## src/rtl/bridge_sensor_frontend_if.sv

```systemverilog
// Sensor-side bundle for the bridge front end: raw switch/sensor inputs and
// the conditioned levels, pulses and car-count status returned to the controller.
interface bridge_sensor_frontend_if #(
    parameter int COUNT_WIDTH = 4
);
    logic                   CAIN_raw;
    logic                   CAO_raw;
    logic                   MD_raw;
    logic                   PB_raw;
    logic                   BS_raw;
    logic                   H_raw;
    logic                   L_raw;

    logic                   MD;
    logic                   BS;
    logic                   H;
    logic                   L;
    logic                   CAIN;
    logic                   CAO;
    logic                   PB;
    logic [COUNT_WIDTH-1:0] CarCount;
    logic                   Occupied;
    logic                   CntErr;
    logic                   SensorFault;

    modport master (
        output CAIN_raw, CAO_raw, MD_raw, PB_raw, BS_raw, H_raw, L_raw,
        input  MD, BS, H, L, CAIN, CAO, PB, CarCount, Occupied, CntErr, SensorFault
    );

    modport slave (
        input  CAIN_raw, CAO_raw, MD_raw, PB_raw, BS_raw, H_raw, L_raw,
        output MD, BS, H, L, CAIN, CAO, PB, CarCount, Occupied, CntErr, SensorFault
    );
endinterface

```

## src/rtl/bridge_sensor_frontend.sv

```systemverilog
// Bridge sensor conditioning: 2-flop sync, optional debounce (SENSOR_DEBOUNCE_EN),
// registered levels, rising-edge pulses and a saturating car occupancy counter.
module bridge_sensor_frontend #(
    parameter int DEBOUNCE_CYCLES = 4,
    parameter int COUNT_WIDTH     = 4
) (
    input logic                     Clk,
    input logic                     Reset,
    bridge_sensor_frontend_if.slave bus
);
    localparam int NCH     = 7;
    localparam int CH_CAIN = 0;
    localparam int CH_CAO  = 1;
    localparam int CH_MD   = 2;
    localparam int CH_PB   = 3;
    localparam int CH_BS   = 4;
    localparam int CH_H    = 5;
    localparam int CH_L    = 6;

    // Only the bridge-low path idles high: the bridge rests flat.
    localparam logic [NCH-1:0]         RST_LVL = 7'b100_0000;
    localparam logic [COUNT_WIDTH-1:0] CNT_MAX = '1;
    localparam logic [COUNT_WIDTH-1:0] CNT_ONE = COUNT_WIDTH'(1);

    generate
        if (DEBOUNCE_CYCLES < 1 || DEBOUNCE_CYCLES > 15) begin : g_bad_cfg
            $error("DEBOUNCE_CYCLES must lie in 1..15");
        end
    endgenerate

    logic [NCH-1:0] raw;
    logic [NCH-1:0] meta_q;
    logic [NCH-1:0] sync_q;
    logic [NCH-1:0] filt;
    logic [NCH-1:0] lvl_q;
    logic [2:0]     pulse_q;

    assign raw = {bus.L_raw, bus.H_raw, bus.BS_raw, bus.PB_raw,
                  bus.MD_raw, bus.CAO_raw, bus.CAIN_raw};

    // Stage: two-flop synchronizer
    always_ff @(posedge Clk) begin
        if (Reset) begin
            meta_q <= RST_LVL;
            sync_q <= RST_LVL;
        end else begin
            meta_q <= raw;
            sync_q <= meta_q;
        end
    end

    // Stage: debounce filter (or straight through)
`ifdef SENSOR_DEBOUNCE_EN
    localparam logic [3:0] DB_LAST = 4'(DEBOUNCE_CYCLES - 1);

    logic [3:0]     db_cnt_q [NCH];
    logic [NCH-1:0] db_lvl_q;

    always_ff @(posedge Clk) begin
        if (Reset) begin
            db_lvl_q <= RST_LVL;
            for (int i = 0; i < NCH; i++) db_cnt_q[i] <= 4'd0;
        end else begin
            for (int i = 0; i < NCH; i++) begin
                if (sync_q[i] == db_lvl_q[i]) begin
                    db_cnt_q[i] <= 4'd0;
                end else if (db_cnt_q[i] == DB_LAST) begin
                    db_lvl_q[i] <= sync_q[i];
                    db_cnt_q[i] <= 4'd0;
                end else begin
                    db_cnt_q[i] <= db_cnt_q[i] + 4'd1;
                end
            end
        end
    end

    assign filt = db_lvl_q;
`else
    assign filt = sync_q;
`endif

    // Stage: level registers and rising-edge pulses
    always_ff @(posedge Clk) begin
        if (Reset) begin
            lvl_q   <= RST_LVL;
            pulse_q <= 3'b000;
        end else begin
            lvl_q   <= filt;
            pulse_q <= {filt[CH_PB]   & ~lvl_q[CH_PB],
                        filt[CH_CAO]  & ~lvl_q[CH_CAO],
                        filt[CH_CAIN] & ~lvl_q[CH_CAIN]};
        end
    end

    logic [COUNT_WIDTH-1:0] count_q, count_d;
    logic                   err_q, err_d;
    logic                   occ_q;
    logic                   fault_q;

    // Simultaneous entry and exit cancel; limits hold and latch the error.
    always_comb begin
        count_d = count_q;
        err_d   = err_q;
        case (pulse_q[1:0])
            2'b01: begin
                if (count_q == CNT_MAX) err_d   = 1'b1;
                else                    count_d = count_q + CNT_ONE;
            end
            2'b10: begin
                if (count_q == '0) err_d   = 1'b1;
                else               count_d = count_q - CNT_ONE;
            end
            default: ;
        endcase
    end

    // Stage: occupancy counter and status flags
    always_ff @(posedge Clk) begin
        if (Reset) begin
            count_q <= '0;
            err_q   <= 1'b0;
            occ_q   <= 1'b0;
            fault_q <= 1'b0;
        end else begin
            count_q <= count_d;
            err_q   <= err_d;
            occ_q   <= (count_q != '0);
            fault_q <= lvl_q[CH_H] & lvl_q[CH_L];
        end
    end

    assign bus.MD          = lvl_q[CH_MD];
    assign bus.BS          = lvl_q[CH_BS];
    assign bus.H           = lvl_q[CH_H];
    assign bus.L           = lvl_q[CH_L];
    assign bus.CAIN        = pulse_q[0];
    assign bus.CAO         = pulse_q[1];
    assign bus.PB          = pulse_q[2];
    assign bus.CarCount    = count_q;
    assign bus.Occupied    = occ_q;
    assign bus.CntErr      = err_q;
    assign bus.SensorFault = fault_q;
endmodule

```

## src/flat_wrapper.sv

```systemverilog
// flat-port wrapper written by rule: the top's interface ports become plain ports
module bridge_sensor_frontend_flat 
#(
    parameter int DEBOUNCE_CYCLES = 4,
    parameter int COUNT_WIDTH     = 4
)
  (Clk, Reset, bus_CAIN_raw, bus_CAO_raw, bus_MD_raw, bus_PB_raw, bus_BS_raw, bus_H_raw, bus_L_raw, bus_MD, bus_BS, bus_H, bus_L, bus_CAIN, bus_CAO, bus_PB, bus_CarCount, bus_Occupied, bus_CntErr, bus_SensorFault);
  bridge_sensor_frontend_if #(.COUNT_WIDTH(COUNT_WIDTH)) bus_i ();
  input logic Clk;
  input logic Reset;
  input wire logic [$bits(bus_i.CAIN_raw)-1:0] bus_CAIN_raw;
  input wire logic [$bits(bus_i.CAO_raw)-1:0] bus_CAO_raw;
  input wire logic [$bits(bus_i.MD_raw)-1:0] bus_MD_raw;
  input wire logic [$bits(bus_i.PB_raw)-1:0] bus_PB_raw;
  input wire logic [$bits(bus_i.BS_raw)-1:0] bus_BS_raw;
  input wire logic [$bits(bus_i.H_raw)-1:0] bus_H_raw;
  input wire logic [$bits(bus_i.L_raw)-1:0] bus_L_raw;
  output wire logic [$bits(bus_i.MD)-1:0] bus_MD;
  output wire logic [$bits(bus_i.BS)-1:0] bus_BS;
  output wire logic [$bits(bus_i.H)-1:0] bus_H;
  output wire logic [$bits(bus_i.L)-1:0] bus_L;
  output wire logic [$bits(bus_i.CAIN)-1:0] bus_CAIN;
  output wire logic [$bits(bus_i.CAO)-1:0] bus_CAO;
  output wire logic [$bits(bus_i.PB)-1:0] bus_PB;
  output wire logic [$bits(bus_i.CarCount)-1:0] bus_CarCount;
  output wire logic [$bits(bus_i.Occupied)-1:0] bus_Occupied;
  output wire logic [$bits(bus_i.CntErr)-1:0] bus_CntErr;
  output wire logic [$bits(bus_i.SensorFault)-1:0] bus_SensorFault;
  assign bus_i.CAIN_raw = bus_CAIN_raw;
  assign bus_i.CAO_raw = bus_CAO_raw;
  assign bus_i.MD_raw = bus_MD_raw;
  assign bus_i.PB_raw = bus_PB_raw;
  assign bus_i.BS_raw = bus_BS_raw;
  assign bus_i.H_raw = bus_H_raw;
  assign bus_i.L_raw = bus_L_raw;
  assign bus_MD = bus_i.MD;
  assign bus_BS = bus_i.BS;
  assign bus_H = bus_i.H;
  assign bus_L = bus_i.L;
  assign bus_CAIN = bus_i.CAIN;
  assign bus_CAO = bus_i.CAO;
  assign bus_PB = bus_i.PB;
  assign bus_CarCount = bus_i.CarCount;
  assign bus_Occupied = bus_i.Occupied;
  assign bus_CntErr = bus_i.CntErr;
  assign bus_SensorFault = bus_i.SensorFault;
  bridge_sensor_frontend #(.DEBOUNCE_CYCLES(DEBOUNCE_CYCLES), .COUNT_WIDTH(COUNT_WIDTH)) u_core (.Clk(Clk), .Reset(Reset), .bus(bus_i));
endmodule
```

## config.mk

```make
export PLATFORM = sky130hd
export DESIGN_NAME = bridge_sensor_frontend_flat
export DESIGN_NICKNAME = d
export VERILOG_FILES = /design/src/rtl/bridge_sensor_frontend_if.sv /design/src/rtl/bridge_sensor_frontend.sv /design/src/flat_wrapper.sv
export SDC_FILE = /design/constraint.sdc
export NUM_CORES = 1
export LEC_CHECK = 0
export ABC_AREA = 1
export BUFFER_PORTS_ARGS = -buffer_cell sky130_fd_sc_hd__buf_2
export CORE_MARGIN = 2
export CORE_UTILIZATION = 45
export DETAILED_ROUTE_END_ITERATION = 10
export GPL_TIMING_DRIVEN = 0
export PLACE_DENSITY = 0.68
export SYNTH_ARGS = -nofsm -noshare
export SYNTH_HDL_FRONTEND = slang
export SYNTH_SLANG_ARGS = --single-unit
```

## constraint.sdc

```tcl
create_clock -name Clk -period 1.6 [get_ports Clk]
set_input_delay 0.16 -clock Clk [delete_from_list [all_inputs] [get_ports Clk]]
set_output_delay 0.16 -clock Clk [all_outputs]
set_load 0.1 [all_outputs]
```

Word level (Yosys, flattened, before mapping)
Index checks and enable logic that the tools add are counted.
- divide/modulo/power cells: 0
- shift operators: 0
- bitwise gates (word level): 7
- order comparisons: 0
- multiply operators: 0
- reductions and logical operators: 5
- add/subtract/negate cells: 2
- muxes and demuxes: 6
- equal/unequal tests: 7
- operators by type and width (cell ; count):
    $mux W4 ; 2
    $pmux W4 S2 ; 1
    $reduce_and A3 Y1 ; 2
    $add A4 B1 Y4 const B ; 1
    $and A1 B1 Y1 ; 4
    $eq A4 B4 Y1 const B ; 1
    $logic_not A4 Y1 ; 1
    $ne A2 B1 Y1 const B ; 2
    $ne A2 B2 Y1 const B ; 2
    $reduce_bool A4 Y1 ; 1
    $sub A4 B1 Y4 const B ; 1
    $not A1 Y1 ; 3
    $eq A2 B1 Y1 const B ; 1
    $eq A2 B2 Y1 const B ; 1
    $mux W1 ; 2
    $pmux W1 S2 ; 1
    $reduce_bool A2 Y1 ; 1
- ROM bits: 0
- RAM bits: 0
- latch bits: 0
- logic and storage cells: 35
- memories kept: 0
- register bits after elaboration: 31
- input port bits: 9
- output and inout bits: 14

Depth between registers and ports, before layout
- depth after elaboration: 3
- mapped depth: 11
- gate-level depth less buffers: 11

Worst setup path after synthesis
No wires, ideal clock.
- path kind: register -> register
- start point: register u_core.pulse_q[0]
- end point: register u_core.count_q[2], in the netlist u_core.bus.CarCount[2]
- clock period less this slack: 2160 ps
- path slack: -560 ps
- data arrival time: 2093 ps
- cell stages (with the launch flop): 11
- buffers on the path: 0
- setup time: 67 ps
- data required time: 1533 ps
- path through: dfxtp_1 > inv_1 > ha_1 > inv_1 > nand2_1 > nand2_1 > ha_1 > a21oi_1 > xnor2_1 > nand2_1 > a21oi_2
- cells in the longest elaborated chain, start to end: 3
- elaborated cells on any way between the ends: 7
- those cells by class: 4 x eq/ne; 1 x mux; 2 x reduce/logical
- ends and longest elaborated chain (what ; line ; text):
    start, declared ; bridge_sensor_frontend.sv:36 ; logic [2:0] pulse_q;
    start signal, assigned ; bridge_sensor_frontend.sv:89 ; pulse_q <= {filt[CH_PB] & ~lvl_q[CH_PB],
    $eq A2 B2 Y1 or $eq A2 B1 Y1 (tied branches) ; bridge_sensor_frontend.sv:104 ; case (pulse_q[1:0])
    $ne A2 B2 Y1 (no source line) or $reduce_bool A2 Y1 (tied branches) ; - ;
    $reduce_and A3 Y1 (no source line) ; - ;
    end signal, assigned ; bridge_sensor_frontend.sv:125 ; count_q <= count_d;
    end, declared ; bridge_sensor_frontend.sv:95 ; logic [COUNT_WIDTH-1:0] count_q, count_d;
Parallel ways exist; a longest one is shown, timed or not.
A chain may end at the register's enable or synchronous reset.

Worst setup path after layout
Ends and elaborated chain as after synthesis.

==> impl_metrics.json <==
{
  "status": "finished clean",
  "timing.final.crit_share": 0.868,
  "finalClockSkew_ns": 0.00572,
  "fin_setup_tns_ns": 0,
  "power_frac_comb": 0.135,
  "remaining_drc_errors": 0,
  "tightest_slew_ns": 0.486,
  "internal-power_mw": 1.11,
  "yosys_warnings": 0,
  "p_leak_nw": 0.660,
  "root_buffer": "clkbuf_4",
  "start_util": 0.462,
  "synth-adder-area-share": 0.0449,
  "maxCapViolations": 0,
  "drive_gt1_frac": 0.262,
  "max_freq_mhz": 720,
  "synth_top_family_by_area": "simple AND/OR/NAND/NOR gates",
  "die_area_mm2": 0.00289,
  "overflow": 0,
  "die_width_um": 53.7,
  "cts_setup_buffers": 0,
  "synth_mux_area_frac": 0,
  "cts_tree": "done",
  "routabilityCongestion": 0.779,
  "synthSimpleGateAreaFrac": 0.216,
  "ir_drop_v": 0.000699,
  "antenna_found_initial": 0,
  "antenna_left": 0,
  "firstDrtPassIters": 4,
  "slew_headroom": 0.678,
  "cts.path.max_buffers": 2,
  "timing.final.crit_period_ns": 1.39,
  "critPathKind": "reg -> reg",
  "wirelength_um": 1760,
  "synth_compound_area_frac": 0.0483,
  "cp_data_required_time_ns": 1.86,
  "worstHoldEndpoint": "u_core.meta_q[3]$_SDFF_PP0_",
  "yosysTopAreaCell": "dfxtp_1",
  "yosysMostFrequentCell": "dfxtp_1",
  "rsz0062_at_grt": "no",
  "cts.sinks": 31,
  "ios": 23,
  "syn_to_final_growth_pct": 22.7,
  "synth_cells": 134,
  "hold_path_depth": 3,
  "end_kind": "flop",
  "pwr-share-seq": 0.532,
  "clkSlewWorstSetupHoldPaths_ns": 0.10,
  "yosysUniqueCellTypes": 21,
  "grt_max_degree": 11,
  "avgSynthCellArea_um2": 8.31,
  "finalHoldViolCount": 0,
  "hold_path_startpoint": "bus_PB_raw",
  "clock_power_share": 0.334,
  "synth_commonest_cells": "31 x dfxtp_1, 30 x inv_1, 22 x nor2_1",
  "drt_iter0_markers": 9,
  "synth-seq-area-share": 0.557,
  "via_count": 852,
  "path_max_fanout": 4,
  "switching_share": 0.281,
  "grt_pass1_wl_um": 2880,
  "io_buffer_count": 21,
  "die_h_um": 53.7,
  "track_usage": 0.146,
  "ff2ff_setup_slack_ns": 0.21,
  "grt_pass1_vias": 713,
  "setup_viol": 0,
  "netSwitchingPower_mw": 0.433,
  "cp_data_arrival_time_ns": 1.64,
  "post-route-util": 0.567,
  "reg2reg_to": "u_core.bus.CarCount[2]$_SDFFE_PP0P_",
  "n_antenna_cell": 0,
  "synth_top_cells_by_area": "dfxtp_1 56%, inv_1 10%, nor2_1 7.4%",
  "synth_nets": 147,
  "fp-row-count": 18,
  "coreArea_mm2": 0.00241,
  "power.density_mw_per_mm2": 1130,
  "async_reset_ff_frac": 0,
  "cp-start-kind": "flop",
  "syn_area_mm2": 0.00111,
  "synth_flop_cell": "dfxtp_1",
  "wl_per_cell_um": 9.06,
  "slew_violations": 0,
  "finalNetCount": 176,
  "r2r_cells": 10,
  "dp_hpwl_um": 1280,
  "synth-seq-cells": 31,
  "numCtsBuffers": 5,
  "synth_xor_area_frac": 0.0157,
  "clk_latency_ns": 0.32,
  "synth_top_area_share": 0.557,
  "synth-edff-count": 0,
  "viasPerCell": 4.39,
  "reg2reg_from": "u_core.pulse_q[0]$_SDFF_PP0_",
  "hp-class": "in -> reg",
  "h-tree-depth": 2
}
==> layout make-up <==
| class | count | area [um^2] |
|---|---|---|
| buffer | 3 | 11.3 |
| clock buffer | 7 | 65.1 |
| clock inverter | 1 | 6.26 |
| fill | 224 | 1040 |
| inverter | 32 | 120 |
| multi-input combinational | 68 | 378 |
| sequential | 31 | 633 |
| tap | 30 | 37.5 |
| timing repair buffer | 22 | 115 |
==> per-layer routing <==
layer / global-route usage / vias to the layer above / wire, um
met4: 0.0641 / 0 / 29
met1: 0.151 / 374 / 725
li1: - / 457 / -
met2: 0.246 / 17 / 899
met3: 0.0750 / 4 / 103
met5: 0 / - / 0
==> sequential cells by signal, summed over array words and instances (netlist names) <==
register,cells
u_core.bus.CarCount,4
u_core.bus.CntErr,1
u_core.bus.Occupied,1
u_core.bus.SensorFault,1
u_core.filt,7
u_core.lvl_q,7
u_core.meta_q,7
u_core.pulse_q,3
==> stage by stage <==
| step | area, um^2 | cells | power [mW] | worst slack, ns | hold WS, ns |
|---|---|---|---|---|---|
| finish | 1370 | 194 | 1.54 | 0.211 | 0.0309 |
| global route | 1370 | 194 | 1.62 | 0.0372 | 0.0101 |
| CTS | 1350 | 194 | 1.57 | 0.0795 | 0.0146 |
| detailed placement | 1270 | 185 | 1.04 | 0.102 | 0.342 |
| global placement | 1270 | 185 | 1.04 | 0.160 | 0.343 |
| floorplan | 1130 | 134 | 1.00 | -0.0363 | 0.257 |
==> critical path, cell delays in order, from the launching register on <==
cell and delay [ns]:
dfxtp_4 0.36, inv_2 0.07, ha_4 0.14, inv_1 0.04, nand2_1 0.04, nand2_1 0.07, ha_1 0.19, a21oi_2 0.11
xnor2_1 0.12, nand2_1 0.08, a21oi_2 0.10
==> layout by cell type, fill, tap and decap left out, types with 4 or more instances in the layout <==
cell,count
inv_1,29
dfxtp_1,25
nor2_1,22
buf_2,21
nand2_1,15
a21oi_1,5
nand3_1,5
clkbuf_4,5
dfxtp_2,4
==> worst max path at each step <==
stage                     slack [ns]                          from                                  end  depth (start not counted)
after floorplan                -0.04  u_core.pulse_q[0]$_SDFF_PP0_  u_core.bus.CarCount[2]$_SDFFE_PP0P_                          9
after global placement          0.16  u_core.pulse_q[0]$_SDFF_PP0_  u_core.bus.CarCount[2]$_SDFFE_PP0P_                         10
after detailed placement        0.10  u_core.pulse_q[0]$_SDFF_PP0_  u_core.bus.CarCount[2]$_SDFFE_PP0P_                         10
after CTS                       0.08  u_core.pulse_q[0]$_SDFF_PP0_  u_core.bus.CarCount[2]$_SDFFE_PP0P_                         10
after global routing            0.04  u_core.pulse_q[0]$_SDFF_PP0_  u_core.bus.CarCount[2]$_SDFFE_PP0P_                         10
final                           0.21  u_core.pulse_q[0]$_SDFF_PP0_  u_core.bus.CarCount[2]$_SDFFE_PP0P_                         10
==> cell families (layout without fill, tap and decap cells) <==
kind of cell | Yosys count | count (layout)
AND/OR/NAND/NOR | 52 | 52
buffers and inverters | 35 | 65
flip-flops | 31 | 31
AO/OA/AOI/OAI | 10 | 10
adder cells (fa/ha/maj) | 4 | 4
XOR/XNOR | 2 | 2
==> repair_timing <==
action / 4_1_cts / 5_1_grt
gates resized for setup: 0 / 4
endpoints found under the hold margin: 1 / 0
endpoints found under the setup margin: 0 / 1
hold buffers: 1 / 0
==> power groups by stage <==
stage | Sequential (mW) | Clock, mW | Combinational [mW]
finish | 0.819 | 0.515 | 0.207
global route | 0.823 | 0.575 | 0.225
CTS | 0.819 | 0.539 | 0.208
detailed placement | 0.837 | 0 | 0.205
global placement | 0.835 | 0 | 0.202
floorplan | 0.938 | 0 | 0.0663
No activity file was read; power rests on OpenSTA's default activity.
